`src/rtl/uart_rx.sv`:
```
// uart_rx: 16x-oversampling UART receiver with 5-8 data bits, optional odd/even
// parity, and 1 or 2 stop bits. Each completed frame gives a one-cycle rx_done
// strobe together with the data and the error flags.
// Optional feature: define UART_RX_MAJORITY_EN to decide every bit by a 2-of-3
// vote of rx_s, sampled at tick_cnt 5/6/7 for the start bit and 13/14/15 for the
// other bits.
module uart_rx #(
  parameter int unsigned SYNC_STAGES = 2
) (
  input  logic       clk,
  input  logic       rst_n,
  input  logic       tick,
  input  logic       rx,
  input  logic [1:0] data_bit_num,
  input  logic       stop_bit_num,
  input  logic       parity_en,
  input  logic       parity_type,
  output logic [7:0] rx_data,
  output logic       rx_done,
  output logic       parity_error,
  output logic       frame_error,
  output logic       rx_busy
);

  localparam int unsigned TICK_W = 4;
  localparam int unsigned BIT_W  = 3;
  localparam int unsigned DATA_W = 8;

  typedef enum logic [2:0] {
    IDLE   = 3'd0,
    START  = 3'd1,
    DATA   = 3'd2,
    PARITY = 3'd3,
    STOP   = 3'd4
  } state_e;

  state_e              state_q, state_d;
  logic [SYNC_STAGES-1:0] sync_q, sync_d;
  logic                rx_s;
  logic [TICK_W-1:0]   tick_cnt_q, tick_cnt_d;
  logic [BIT_W-1:0]    bit_cnt_q, bit_cnt_d;
  logic                stop_cnt_q, stop_cnt_d;
  logic                armed_q, armed_d;
  logic [DATA_W-1:0]   shift_q, shift_d;
  logic                par_flag_q, par_flag_d;
  logic                frm_flag_q, frm_flag_d;
  logic [1:0]          dbn_q, dbn_d;
  logic                sbn_q, sbn_d;
  logic                pen_q, pen_d;
  logic                ptype_q, ptype_d;
  logic [DATA_W-1:0]   rx_data_q, rx_data_d;
  logic                rx_done_q, rx_done_d;
  logic                perr_q, perr_d;
  logic                ferr_q, ferr_d;
  logic                busy_q, busy_d;
  logic                bit_val_c;
  logic [BIT_W-1:0]    last_bit_c;
  logic                exp_par_c;

  // Input synchronizer: shift rx towards rx_s.
  if (SYNC_STAGES > 1) begin : g_sync_chain
    assign sync_d = {sync_q[SYNC_STAGES-2:0], rx};
  end else begin : g_sync_single
    assign sync_d = rx;
  end
  assign rx_s = sync_q[SYNC_STAGES-1];

`ifdef UART_RX_MAJORITY_EN
  logic [1:0] vote_q, vote_d;

  // Collect the two early samples; the third is the live rx_s at the decision tick.
  always_comb begin
    vote_d = vote_q;
    if (tick && (state_q != IDLE) &&
        ((tick_cnt_q[2:0] == 3'd5) || (tick_cnt_q[2:0] == 3'd6))) begin
      vote_d = {vote_q[0], rx_s};
    end
  end

  assign bit_val_c = (vote_q[1] & vote_q[0]) | (vote_q[1] & rx_s) | (vote_q[0] & rx_s);

  // Vote sample register.
  always_ff @(posedge clk or negedge rst_n) begin
    if (!rst_n) vote_q <= 2'b11;
    else        vote_q <= vote_d;
  end
`else
  assign bit_val_c = rx_s;
`endif

  assign last_bit_c = BIT_W'(dbn_q) + BIT_W'(4);
  assign exp_par_c  = ptype_q ? (^shift_q) : ~(^shift_q);

  // Next-state, counter and output logic; everything advances on tick only.
  always_comb begin
    state_d    = state_q;
    tick_cnt_d = tick_cnt_q;
    bit_cnt_d  = bit_cnt_q;
    stop_cnt_d = stop_cnt_q;
    armed_d    = armed_q;
    shift_d    = shift_q;
    par_flag_d = par_flag_q;
    frm_flag_d = frm_flag_q;
    dbn_d      = dbn_q;
    sbn_d      = sbn_q;
    pen_d      = pen_q;
    ptype_d    = ptype_q;
    rx_data_d  = rx_data_q;
    rx_done_d  = 1'b0;
    perr_d     = perr_q;
    ferr_d     = ferr_q;

    if ((state_q == IDLE) && rx_s) armed_d = 1'b1;

    if (tick) begin
      unique case (state_q)
        IDLE: begin
          if (armed_q && !rx_s) begin
            state_d    = START;
            tick_cnt_d = '0;
            armed_d    = 1'b0;
            shift_d    = '0;
            par_flag_d = 1'b0;
            frm_flag_d = 1'b0;
            dbn_d      = data_bit_num;
            sbn_d      = stop_bit_num;
            pen_d      = parity_en;
            ptype_d    = parity_type;
          end
        end
        START: begin
          tick_cnt_d = tick_cnt_q + TICK_W'(1);
          if (tick_cnt_q == TICK_W'(7)) begin
            if (!bit_val_c) begin
              state_d    = DATA;
              tick_cnt_d = '0;
              bit_cnt_d  = '0;
            end else begin
              state_d = IDLE;
            end
          end
        end
        DATA: begin
          tick_cnt_d = tick_cnt_q + TICK_W'(1);
          if (tick_cnt_q == TICK_W'(15)) begin
            shift_d[bit_cnt_q] = bit_val_c;
            bit_cnt_d          = bit_cnt_q + BIT_W'(1);
            if (bit_cnt_q == last_bit_c) begin
              state_d    = pen_q ? PARITY : STOP;
              stop_cnt_d = 1'b0;
            end
          end
        end
        PARITY: begin
          tick_cnt_d = tick_cnt_q + TICK_W'(1);
          if (tick_cnt_q == TICK_W'(15)) begin
            if (bit_val_c != exp_par_c) par_flag_d = 1'b1;
            state_d    = STOP;
            stop_cnt_d = 1'b0;
          end
        end
        STOP: begin
          tick_cnt_d = tick_cnt_q + TICK_W'(1);
          if (tick_cnt_q == TICK_W'(15)) begin
            if (!bit_val_c) frm_flag_d = 1'b1;
            if (stop_cnt_q == sbn_q) begin
              state_d   = IDLE;
              rx_data_d = shift_q;
              perr_d    = par_flag_q;
              ferr_d    = frm_flag_q | ~bit_val_c;
              rx_done_d = 1'b1;
            end else begin
              stop_cnt_d = 1'b1;
            end
          end
        end
        default: state_d = IDLE;
      endcase
    end

    busy_d = (state_d != IDLE);
  end

  // State, counters and registered outputs.
  always_ff @(posedge clk or negedge rst_n) begin
    if (!rst_n) begin
      state_q    <= IDLE;
      sync_q     <= '1;
      tick_cnt_q <= '0;
      bit_cnt_q  <= '0;
      stop_cnt_q <= 1'b0;
      armed_q    <= 1'b0;
      shift_q    <= '0;
      par_flag_q <= 1'b0;
      frm_flag_q <= 1'b0;
      dbn_q      <= 2'b11;
      sbn_q      <= 1'b0;
      pen_q      <= 1'b0;
      ptype_q    <= 1'b0;
      rx_data_q  <= '0;
      rx_done_q  <= 1'b0;
      perr_q     <= 1'b0;
      ferr_q     <= 1'b0;
      busy_q     <= 1'b0;
    end else begin
      state_q    <= state_d;
      sync_q     <= sync_d;
      tick_cnt_q <= tick_cnt_d;
      bit_cnt_q  <= bit_cnt_d;
      stop_cnt_q <= stop_cnt_d;
      armed_q    <= armed_d;
      shift_q    <= shift_d;
      par_flag_q <= par_flag_d;
      frm_flag_q <= frm_flag_d;
      dbn_q      <= dbn_d;
      sbn_q      <= sbn_d;
      pen_q      <= pen_d;
      ptype_q    <= ptype_d;
      rx_data_q  <= rx_data_d;
      rx_done_q  <= rx_done_d;
      perr_q     <= perr_d;
      ferr_q     <= ferr_d;
      busy_q     <= busy_d;
    end
  end

  assign rx_data      = rx_data_q;
  assign rx_done      = rx_done_q;
  assign parity_error = perr_q;
  assign frame_error  = ferr_q;
  assign rx_busy      = busy_q;

endmodule

```
`config.mk`:
```
export PLATFORM = sky130hd
export DESIGN_NAME = uart_rx
export DESIGN_NICKNAME = d
export VERILOG_FILES = /design/src/rtl/uart_rx.sv
export SDC_FILE = /design/constraint.sdc
export NUM_CORES = 1
export LEC_CHECK = 0
export BUFFER_PORTS_ARGS = -buffer_cell sky130_fd_sc_hd__buf_2
export CAP_MARGIN = 20
export CORE_ASPECT_RATIO = 1.1
export CORE_UTILIZATION = 57
export DETAILED_ROUTE_END_ITERATION = 6
export PLACE_DENSITY = 0.86
export SLEW_MARGIN = 40
export SYNTH_ARGS = -nofsm -noshare
export SYNTH_HDL_FRONTEND = slang
export SYNTH_SLANG_ARGS = --single-unit
```
`constraint.sdc`:
```
create_clock -name clk -period 2.6 [get_ports clk]
set_input_delay 0 -clock clk [delete_from_list [all_inputs] [get_ports clk]]
set_output_delay 0 -clock clk [all_outputs]
set_load 0.05 [all_outputs]
```
* After elaboration in Yosys (flattened, before gate mapping)
Cells that the tools add are included.
** Storage, ports and cells
- Latch bits :: 0
- RAM bits :: 0
- Input bits :: 9
- Memory bits (read-only) :: 0
- Register bits :: 41
- Memories :: 0
** Cells by class
- Div/mod/pow operators :: 0
- Bitwise operators :: 3
- Order comparisons :: 2
- Mux-type cells :: 47
- Multipliers :: 0
- Reduce and logical (&&, ||, !) cells :: 22
- $add $sub $neg :: 3
- Shift operators :: 0
- Equality and inequality tests :: 19
** Operators by type and width (count)
- $mux 3 :: 12
- $mux 1 :: 20
- $ne 2x2->1 const B :: 9
- $mux 8 :: 2
- $pmux 8 s2 :: 1
- $pmux 3 s5 :: 1
- $reduce_and 5->1 :: 3
- $mux 4 :: 3
- $pmux 4 s3 :: 1
- $reduce_bool 3->1 :: 3
- $bwmux 8 :: 1
- $reduce_and 4->1 :: 2
- $reduce_bool 2->1 :: 4
- $reduce_xor 8->1 :: 1
- $reduce_and 7->1 :: 1
- $eq 3x2->1 const B :: 2
- $pmux 3 s2 :: 1
- $reduce_and 3->1 :: 2
- $add 4x1->4 const B :: 1
- $eq 4x3->1 const B :: 1
- $eq 4x4->1 const B :: 1
- $lt 3x4->1 const B :: 1
- $pmux 1 s2 :: 2
- $add 2x3->3 const B :: 1
- 17 further kinds :: 20

* Longest topological paths before layout
Gate-level depths: netlist of run 1.
- Depth after elaboration :: 7
- Depth in mapped cells :: 7
- Mapped depth without buffers :: 6

* Worst setup path before layout of run 1
Ideal clock, no wire load.
- Path kind :: register -> register
- Start point :: register tick_cnt_q[0]
- End point :: register perr_q (netlist: parity_error)
- Library setup time :: 125 ps
- Period minus slack after synthesis :: 1904 ps
- Data required time :: 2475 ps
- Cell stages (with the launch flop) :: 7
- Buffers on the path :: 1
- Arrival time :: 1779 ps
- Path slack :: 696 ps
- Cell sequence :: dfrtp_1 -> ha_1 -> nand4_2 -> nor3_2 -> or3b_4 -> buf_6 -> mux2_4
** On the way
- Word-level cells in the longest chain between the ends :: 2
** Ends and longest elaborated chain
- start, declared :: line 40 : logic [TICK_W-1:0] tick_cnt_q, tick_cnt_d;
- start signal, assigned :: line 208 : tick_cnt_q <= tick_cnt_d;
- $eq 4x4->1 :: line 164 : if (tick_cnt_q == TICK_W'(15)) begin
- $reduce_and 4->1 (no source line)
- end signal, assigned :: line 221 : perr_q <= perr_d;
- end, declared :: line 53 : logic perr_q, perr_d;
Every way passes these cells.
A chain may end at the register's enable or synchronous reset.

* Final worst setup path of run 1
- Start point :: register tick_cnt_q[0]
- End point :: register rx_data_q[0] (netlist: rx_data[0])
** On the way
- Word-level cells in the longest chain between the ends :: 2
** Ends and longest elaborated chain
- $eq 4x4->1 :: line 164
- $reduce_and 4->1 (no source line)
- end signal, assigned :: line 219 : rx_data_q <= rx_data_d;
- end, declared :: line 51 : logic [DATA_W-1:0] rx_data_q, rx_data_d;
Every way passes these cells.

==> results of run 1 <==
## synthesized netlist by cell type (2+ instances only)
library cell	count	area (um^2)
nor3_1	4	20.0
dfstp_2	4	105
xor2_1	3	26.3
nand4_1	2	12.5
o22ai_1	3	18.8
nor2_1	11	41.3
nand2_1	11	41.3
mux2_4	7	105
a21o_1	3	22.5
dfrtp_1	37	926
a21oi_1	9	45.0
clkbuf_1	4	15.0
xnor2_1	10	87.6
ha_1	2	25.0
o21ai_0	23	115
buf_2	4	20.0
a31oi_1	6	37.5
inv_1	8	30.0
buf_6	2	22.5
nand2b_1	4	25.0
nand3_1	8	40.0
a32o_1	2	20.0
o31ai_1	7	52.6
mux2_2	7	78.8
## cell type report
class,count,share of cell area (%)
timing repair buffer,28,7.78
sequential,41,44.5
multi-input combinational,135,40.5
clock buffer,5,1.62
tap,48,2.59
inverter,9,1.46
clock inverter,2,1.51
## cells by family after synthesis
logic type | after synthesis | synth area share, %
AO/OA/AOI/OAI | 57 | 16.8
AND/OR/NAND/NOR | 49 | 12.9
flip-flops | 41 | 49.9
buffers and inverters | 20 | 4.78
multiplexers | 14 | 8.90
XOR/XNOR | 13 | 5.51
adder cells (fa/ha/maj) | 2 | 1.21
## metrics by stage
| stage | area, um^2 | total power [W] | std cells |
|---|---|---|---|
| 2_1_floorplan | 2070 | 0.00108 | 196 |
| 3_3_place_gp | 2170 | 0.00113 | 254 |
| 3_5_place_dp | 2170 | 0.00114 | 254 |
| 4_1_cts | 2310 | 0.00155 | 268 |
| 5_1_grt | 2310 | 0.00164 | 268 |
| 6_report | 2310 | 0.00155 | 268 |
## worst register-to-register path: cells and delay by family, from the launching register on
kind	cells	cell delay, ps
muxes	1	340
DFF	1	400
and+or+nand+nor	3	900
adders and majority gates	1	320
## report_power, final
part | switching (W) | internal (W)
Combinational | 0.000179 | 0.000146
Clock | 0.000201 | 0.000196
Sequential | 0.000118 | 0.000707
## state kept, by name, summed over array words and instances (netlist names), named ones only
register	cells
pen_q	1
sbn_q	1
ptype_q	1
stop_cnt_q	1
rx_busy	1
bit_cnt_q	3
frame_error	1
tick_cnt_q	4
par_flag_q	1
shift_q	8
dbn_q	2
rx_done	1
sync_q	2
parity_error	1
frm_flag_q	1
rx_data	8
state_q	3
## layer usage
metal / part of all wire [%] / track usage, % / vias to the layer above
li1: - / - / 757
met1: 44 / 30.4 / 726
met2: 49 / 37.6 / 63
met3: 4.7 / 3.54 / 7
met4: 1.6 / 9.82 / 0
met5: 0 / 0 / -
## final timing paths
kind	to	startpoint	cells after the start
setup / recovery	rx_data[0]	tick_cnt_q[0]	5
hold / removal	state_q[0]	tick	2
setup reg to reg	rx_data[0]	tick_cnt_q[0]	5
hold reg to reg	sync_q[1]	sync_q[0]	0
max in group asynchronous	sync_q[1]	rst_n	2
min in group asynchronous	rx_data[1]	rst_n	2
==> qor.txt, run 1 <==
PortBufs - 20
DIE HEIGHT - 65.2 um
DR iter-0 viols - 88
CTS buffer count - 5
CTS hold repair buffers - 7
Fin crit share - 79.6%
Drt first pass iters - 5
Worst setup SP type - flop
Clock tree root driver cell - clkbuf_4
I/O pin count - 21
Core Region - 3390 um^2
Area Growth Syn to Fin - 12.0%
Initial antenna violation count - 0
Die width - 59.4 um
First-pass GRT wire length - 6700 um
Final worst setup slack - 531 ps
Starting Density - 61.0%
Final Hold Violating Endpoints - 0
ANT nets after route - 0
Post-synth EDFFs - 0
Slew Limit Headroom - 66.1%
DP Worst Slack - 551 ps
Overall routing resource usage - 23.1%
HPWL Detailed - 2730 um
Final #Nets - 231
Yosys warns - 0
Antenna Cells - 0
Fraction of layout cells with a size suffix above 1 - 23.2%
Max cap viols - 0
Vias in the first global route - 1453
Multi-input combinational cell area - 937 um^2
Setup TNS - 0 ps
Count of state elements after synthesis - 41
Ys flop type - dfrtp_1
Htree depth - 2
Finish-stage setup viols - 0
Leak pwr - 1.08 nW
CP Capture Type - flop
Number of buffers and inverters on the critical path - 0
Maximum VDD drop - 475 uV
Slowest stage cell, crit path - or3b_4
Max incr delay on CP - 520 ps
Vias - 1553
Worst R2R Setup Slack - 530 ps
Fin Hold WS - 24.7 ps
Clk_skew - 11.8 ps
Status - complete, no violations
Clk buf depth - 2
Max FO, Critical Path - 12
Worst-margin pin slew - 508 ps
Final Core Density - 68.4%
Worst-skew pair later-pin latency - 350 ps
Max-slew violation count - 0
Post-synthesis sequential area ratio - 49.9%
Largest net degree at the start of global routing - 42
Delay-heaviest family, CP - simple AND/OR/NAND/NOR gates
Routed wire per std cell - 14.8 um
Minimum clock period - 2070 ps
Final Wtd Congestion - 0.916
Clk sinks - 41
Synth unique cells - 39
Post-Syn Instances - 196
Row count - 22
Worst min-delay path class - in -> reg
Full die area - 3870 um^2
Worst path cell trace - ha_1 > nand4_2 > nor3_2 > or3b_4 > mux2_4
CP Data Arrival Time - 2310 ps
Max Freq - 483 MHz
Synth Area per Inst - 10.5 um^2
Power density cells - 668 nW/um^2
Async set or reset register ratio after synthesis - 100%
DRC Markers - 0
Synth Cell Area - 2070 um^2
Storage cell area - 1030 um^2
Post-CTS setup buffer count - 0
# fillers - 269
RSZ-0062 raised after global routing - no
Net Count, Synth - 207
Most common cell after layout, fill and taps aside - dfrtp_1
CTS tree - done
Cts repair resizes - 0
Gr ovfl total - 0
Crit path kind - reg -> reg
Via density - 5.79
Most frequent cells in the layout - dfrtp_1 (37), o21ai_0 (23), buf_2 (19)
Clock-pin slew on the worst setup and hold paths - 120 ps
Critical path required time - 2850 ps
Final wirelength - 3960 um
No activity file was read; power rests on OpenSTA's default activity.
==> inputs of run 2 (changes only) <==
==> constraint.sdc (replaced) <==
create_clock -name clk -period 2.1 [get_ports clk]
set_input_delay 0 -clock clk [delete_from_list [all_inputs] [get_ports clk]]
set_output_delay 0 -clock clk [all_outputs]
set_load 0.05 [all_outputs]
==> qor.txt, run 2 (synthesis gave the netlist of run 1 again) <==
Routed wire per std cell - 15.1 um
Overall routing resource usage - 25.6%
Most frequent cells in the layout - dfrtp_1 (37), o21ai_0 (23), buf_2 (19)
DR iter-0 viols - 88
Clk sinks - 41
Setup TNS - 0 ps
Minimum clock period - 1980 ps
Fraction of layout cells with a size suffix above 1 - 26.2%
Worst-skew pair later-pin latency - 380 ps
Htree depth - 2
HPWL Detailed - 3050 um
Final #Nets - 239
Psw - 0.000665 W
Initial antenna violation count - 0
DRC Markers - 0
First-pass GRT wire length - 7330 um
Final Hold Violating Endpoints - 0
CP Data Arrival Time - 2250 ps
Via density - 5.76
CP Capture Type - flop
Final wirelength - 4190 um
Worst-margin pin slew - 586 ps
Number of buffers and inverters on the critical path - 0
Leak pwr - 1.11 nW
Worst min-delay path class - in -> async
Die width - 59.4 um
ANT nets after route - 0
Clock-pin slew on the worst setup and hold paths - 140 ps
Starting Density - 61.0%
Power density cells - 799 nW/um^2
CTS tree - done
Finished Layout Cells - 277
Clock share of power - 22.6%
Finish-stage setup viols - 0
Largest net degree at the start of global routing - 42
DIE HEIGHT - 65.2 um
Drt first pass iters - 4
Crit path kind - reg -> reg
PortBufs - 20
Internal - 0.00123 W
Vias in the first global route - 1576
Sw frac - 35.1%
Row count - 22
Worst setup SP type - flop
Critical path required time - 2360 ps
Maximum VDD drop - 597 uV
Slowest stage cell, crit path - or3b_4
Clock tree root driver cell - clkbuf_4
Max Freq - 504 MHz
Max incr delay on CP - 520 ps
Full die area - 3870 um^2
Final Core Density - 70.0%
Area Growth Syn to Fin - 14.6%
I/O pin count - 21
Status - complete, no violations
Clk buf depth - 2
Delay-heaviest family, CP - simple AND/OR/NAND/NOR gates
CTS buffer count - 5
Core Region - 3390 um^2
Max-slew violation count - 0
Clk_skew - 16.2 ps
Antenna Cells - 0
DP Worst Slack - 84.2 ps
Gr ovfl total - 0
Most common cell after layout, fill and taps aside - dfrtp_1
Seq pwr share - 51.9%
Slew Limit Headroom - 60.6%
Fin crit share - 94.5%
Final Wtd Congestion - 0.938
Worst path cell trace - ha_2 > nand4_2 > nor3_2 > or3b_4 > mux2_4
Combinational power share - 25.5%
Vias - 1595
Final worst setup slack - 115 ps
Max FO, Critical Path - 12
Cells after DPL - 260
Max cap viols - 0
[run 2: area by class of cell]
class | count | area, um^2
Clock buffer | 5 | 37.5
Clock inverter | 3 | 25.0
Fill cell | 264 | 1020
Inverter | 9 | 33.8
Multi-Input combinational cell | 135 | 940
Sequential cell | 41 | 1030
Tap cell | 48 | 60.1
Timing Repair Buffer | 36 | 243
[run 2: stage by stage]
| step | hold slack [ps] | total power [W] | instance area (um^2) |
|---|---|---|---|
| after floorplan | -296 | 0.00134 | 2070 |
| after global placement | 105 | 0.00143 | 2210 |
| after detailed placement | 7.78 | 0.00146 | 2220 |
| after CTS | 137 | 0.00189 | 2360 |
| after global routing | 150 | 0.00201 | 2370 |
| final | 117 | 0.00189 | 2370 |
[run 2: final timing paths]
path	startpoint	endpoint	slack, ps	cells past startpoint
max in group asynchronous	rst_n	dbn_q[0]	1610	2
setup reg to reg	tick_cnt_q[0]	parity_error	120	5
min in group clk	rx	sync_q[0]	260	2
setup / recovery	tick_cnt_q[0]	parity_error	120	5
hold reg to reg	sync_q[0]	sync_q[1]	370	0
hold / removal	rst_n	rx_data[0]	120	2
[run 2: power groups by stage]
stage          clock, W  combinational (W)  sequential [W]
4_1_cts        0.000438           0.000475        0.000982
5_1_grt        0.000473           0.000544        0.000997
3_3_place_gp          0           0.000436        0.000990
2_1_floorplan         0           0.000392        0.000949
3_5_place_dp          0           0.000461        0.000996
6_report       0.000428           0.000483        0.000983
[run 2: layer usage]
layer,up-vias,GRT usage (%),routed length (um)
li1,773,-,-
met1,762,32.4,1780
met2,51,42.1,2130
met3,9,6.10,210
met4,0,9.52,76
met5,-,0,0
[run 2: what timing repair did]
action	CTS	global route
buffers inserted	0	1
endpoints found under the hold margin	48	0
hold buffers	8	0
gates resized for setup	0	1
setup endpoints to repair	0	12
==> inputs of run 3 (changes only) <==
--- a/config.mk
+++ b/config.mk
@@ -10,6 +10,7 @@
 export CORE_ASPECT_RATIO = 1.1
 export CORE_UTILIZATION = 57
 export DETAILED_ROUTE_END_ITERATION = 6
+export MAX_ROUTING_LAYER = met4
 export PLACE_DENSITY = 0.86
 export SLEW_MARGIN = 40
 export SYNTH_ARGS = -nofsm -noshare
==> qor.txt, run 3 (synthesis gave the netlist of run 1 again) <==
Multi-input combinational cell area - 950 um^2
Via density - 5.72
ANT nets after route - 0
Slew Limit Headroom - 66.8%
Clock tree root driver cell - clkbuf_4
Final Hold Violating Endpoints - 0
Worst-skew pair later-pin latency - 360 ps
Storage cell area - 1030 um^2
Gr ovfl total - 0
Fin crit share - 91.6%
Max-slew violation count - 0
Area Growth Syn to Fin - 15.5%
Starting Density - 61.0%
PortBufs - 20
Worst-margin pin slew - 498 ps
Sw frac - 34.2%
DP Worst Slack - 73.0 ps
Setup TNS - 0 ps
# fillers - 263
CP Data Arrival Time - 2170 ps
Drt first pass iters - 4
Combinational power share - 26.1%
Max cap viols - 0
Worst setup SP type - flop
Leak pwr - 1.12 nW
Critical path required time - 2350 ps
Minimum clock period - 1920 ps
Clock-pin slew on the worst setup and hold paths - 120 ps
Most frequent cells in the layout - dfrtp_1 (37), o21ai_0 (23), buf_2 (19)
Clock share of power - 20.9%
Area post-placement - 2230 um^2
CTS tree - done
Clk_skew - 6.65 ps
Worst min-delay path class - in -> async
Full die area - 3870 um^2
Worst setup startpoint - tick_cnt_q[0]
DRC Markers - 0
Final instance area - 2390 um^2
Psw - 0.000637 W
DR iter-0 viols - 73
Final Core Density - 70.5%
Internal - 0.00123 W
RSZ-0062 raised after global routing - no
Htree depth - 2
Fraction of layout cells with a size suffix above 1 - 26.8%
CTS buffer count - 5
First-pass GRT wire length - 6880 um
CP Capture Type - flop
Final Wtd Congestion - 0.965
Vias in the first global route - 1495
Maximum VDD drop - 435 uV
Max Freq - 520 MHz
Routed wire per std cell - 14.5 um
Core Region - 3390 um^2
Final #Nets - 241
Crit path kind - reg -> reg
Overall routing resource usage - 24.8%
Final worst setup slack - 177 ps
Finish-stage setup viols - 0
Clk buf depth - 2
Vias - 1596
I/O pin count - 21
Initial antenna violation count - 0
Largest net degree at the start of global routing - 42
Crit Reg-Reg Startpoint - tick_cnt_q[0]
Antenna Cells - 0
Power density cells - 781 nW/um^2
HPWL Detailed - 2920 um
Max FO, Critical Path - 8
Seq pwr share - 53.0%
Row count - 22
DIE HEIGHT - 65.2 um
Status - complete, no violations
Most common cell after layout, fill and taps aside - dfrtp_1
Die width - 59.4 um
Clk sinks - 41
Final wirelength - 4030 um
run 3: through the flow:
stage	total power (W)	instances	hold WS (ps)
floorplan	0.00134	196	-296
global placement	0.00143	262	104
detailed placement	0.00146	262	6.20
CTS	0.00185	278	143
global route	0.00199	279	177
finish	0.00186	279	136
run 3: critical path, stage by stage (launching register included):
cell and delay, ps:
dfrtp_1 440, ha_4 210, nand4_1 140, nor4b_1 80, a221oi_1 280, o22ai_1 140
or4b_1 520
run 3: final cells by class:
| class | count | share of cell area (%) |
|---|---|---|
| repair buffers | 38 | 10.8 |
| inverters | 9 | 1.42 |
| clock buffers | 5 | 1.57 |
| flip-flops and latches | 41 | 43.2 |
| multi-input cells | 135 | 39.8 |
| well taps | 48 | 2.52 |
| clock inverters | 3 | 0.734 |
run 3: path summary, 6_finish.rpt:
kind                           endpoint  slack, ps  cells after the start
max                             rx_busy        180                      6
min                        bit_cnt_q[0]        140                      2
max reg2reg                     rx_busy        180                      6
min reg2reg                   sync_q[1]        370                      0
max in group asynchronous      dbn_q[0]       1600                      2
min in group clk              sync_q[0]        270                      2
run 3: what timing repair did:
item,in CTS,in global routing
setup buffers,0,1
setup endpoints to repair,0,8
endpoints found under the hold margin,48,0
hold buffers,8,0
gates resized for setup,0,2
run 3: power groups by stage:
stage | registers [W] | clock network [W] | logic [W]
floorplan | 0.000949 | 0 | 0.000392
global placement | 0.000991 | 0 | 0.000438
detailed placement | 0.000997 | 0 | 0.000459
CTS | 0.000981 | 0.000400 | 0.000473
global route | 0.00100 | 0.000434 | 0.000549
finish | 0.000989 | 0.000389 | 0.000486
run 3: layer usage:
| metal | vias up | global-route usage [%] | wire [um] |
|---|---|---|---|
| li1 | 770 | - | - |
| met1 | 775 | 30.2 | 1800 |
| met2 | 42 | 39.6 | 1990 |
| met3 | 9 | 5.71 | 164 |
| met4 | 0 | 10.1 | 76 |
| met5 | - | - | 0 |
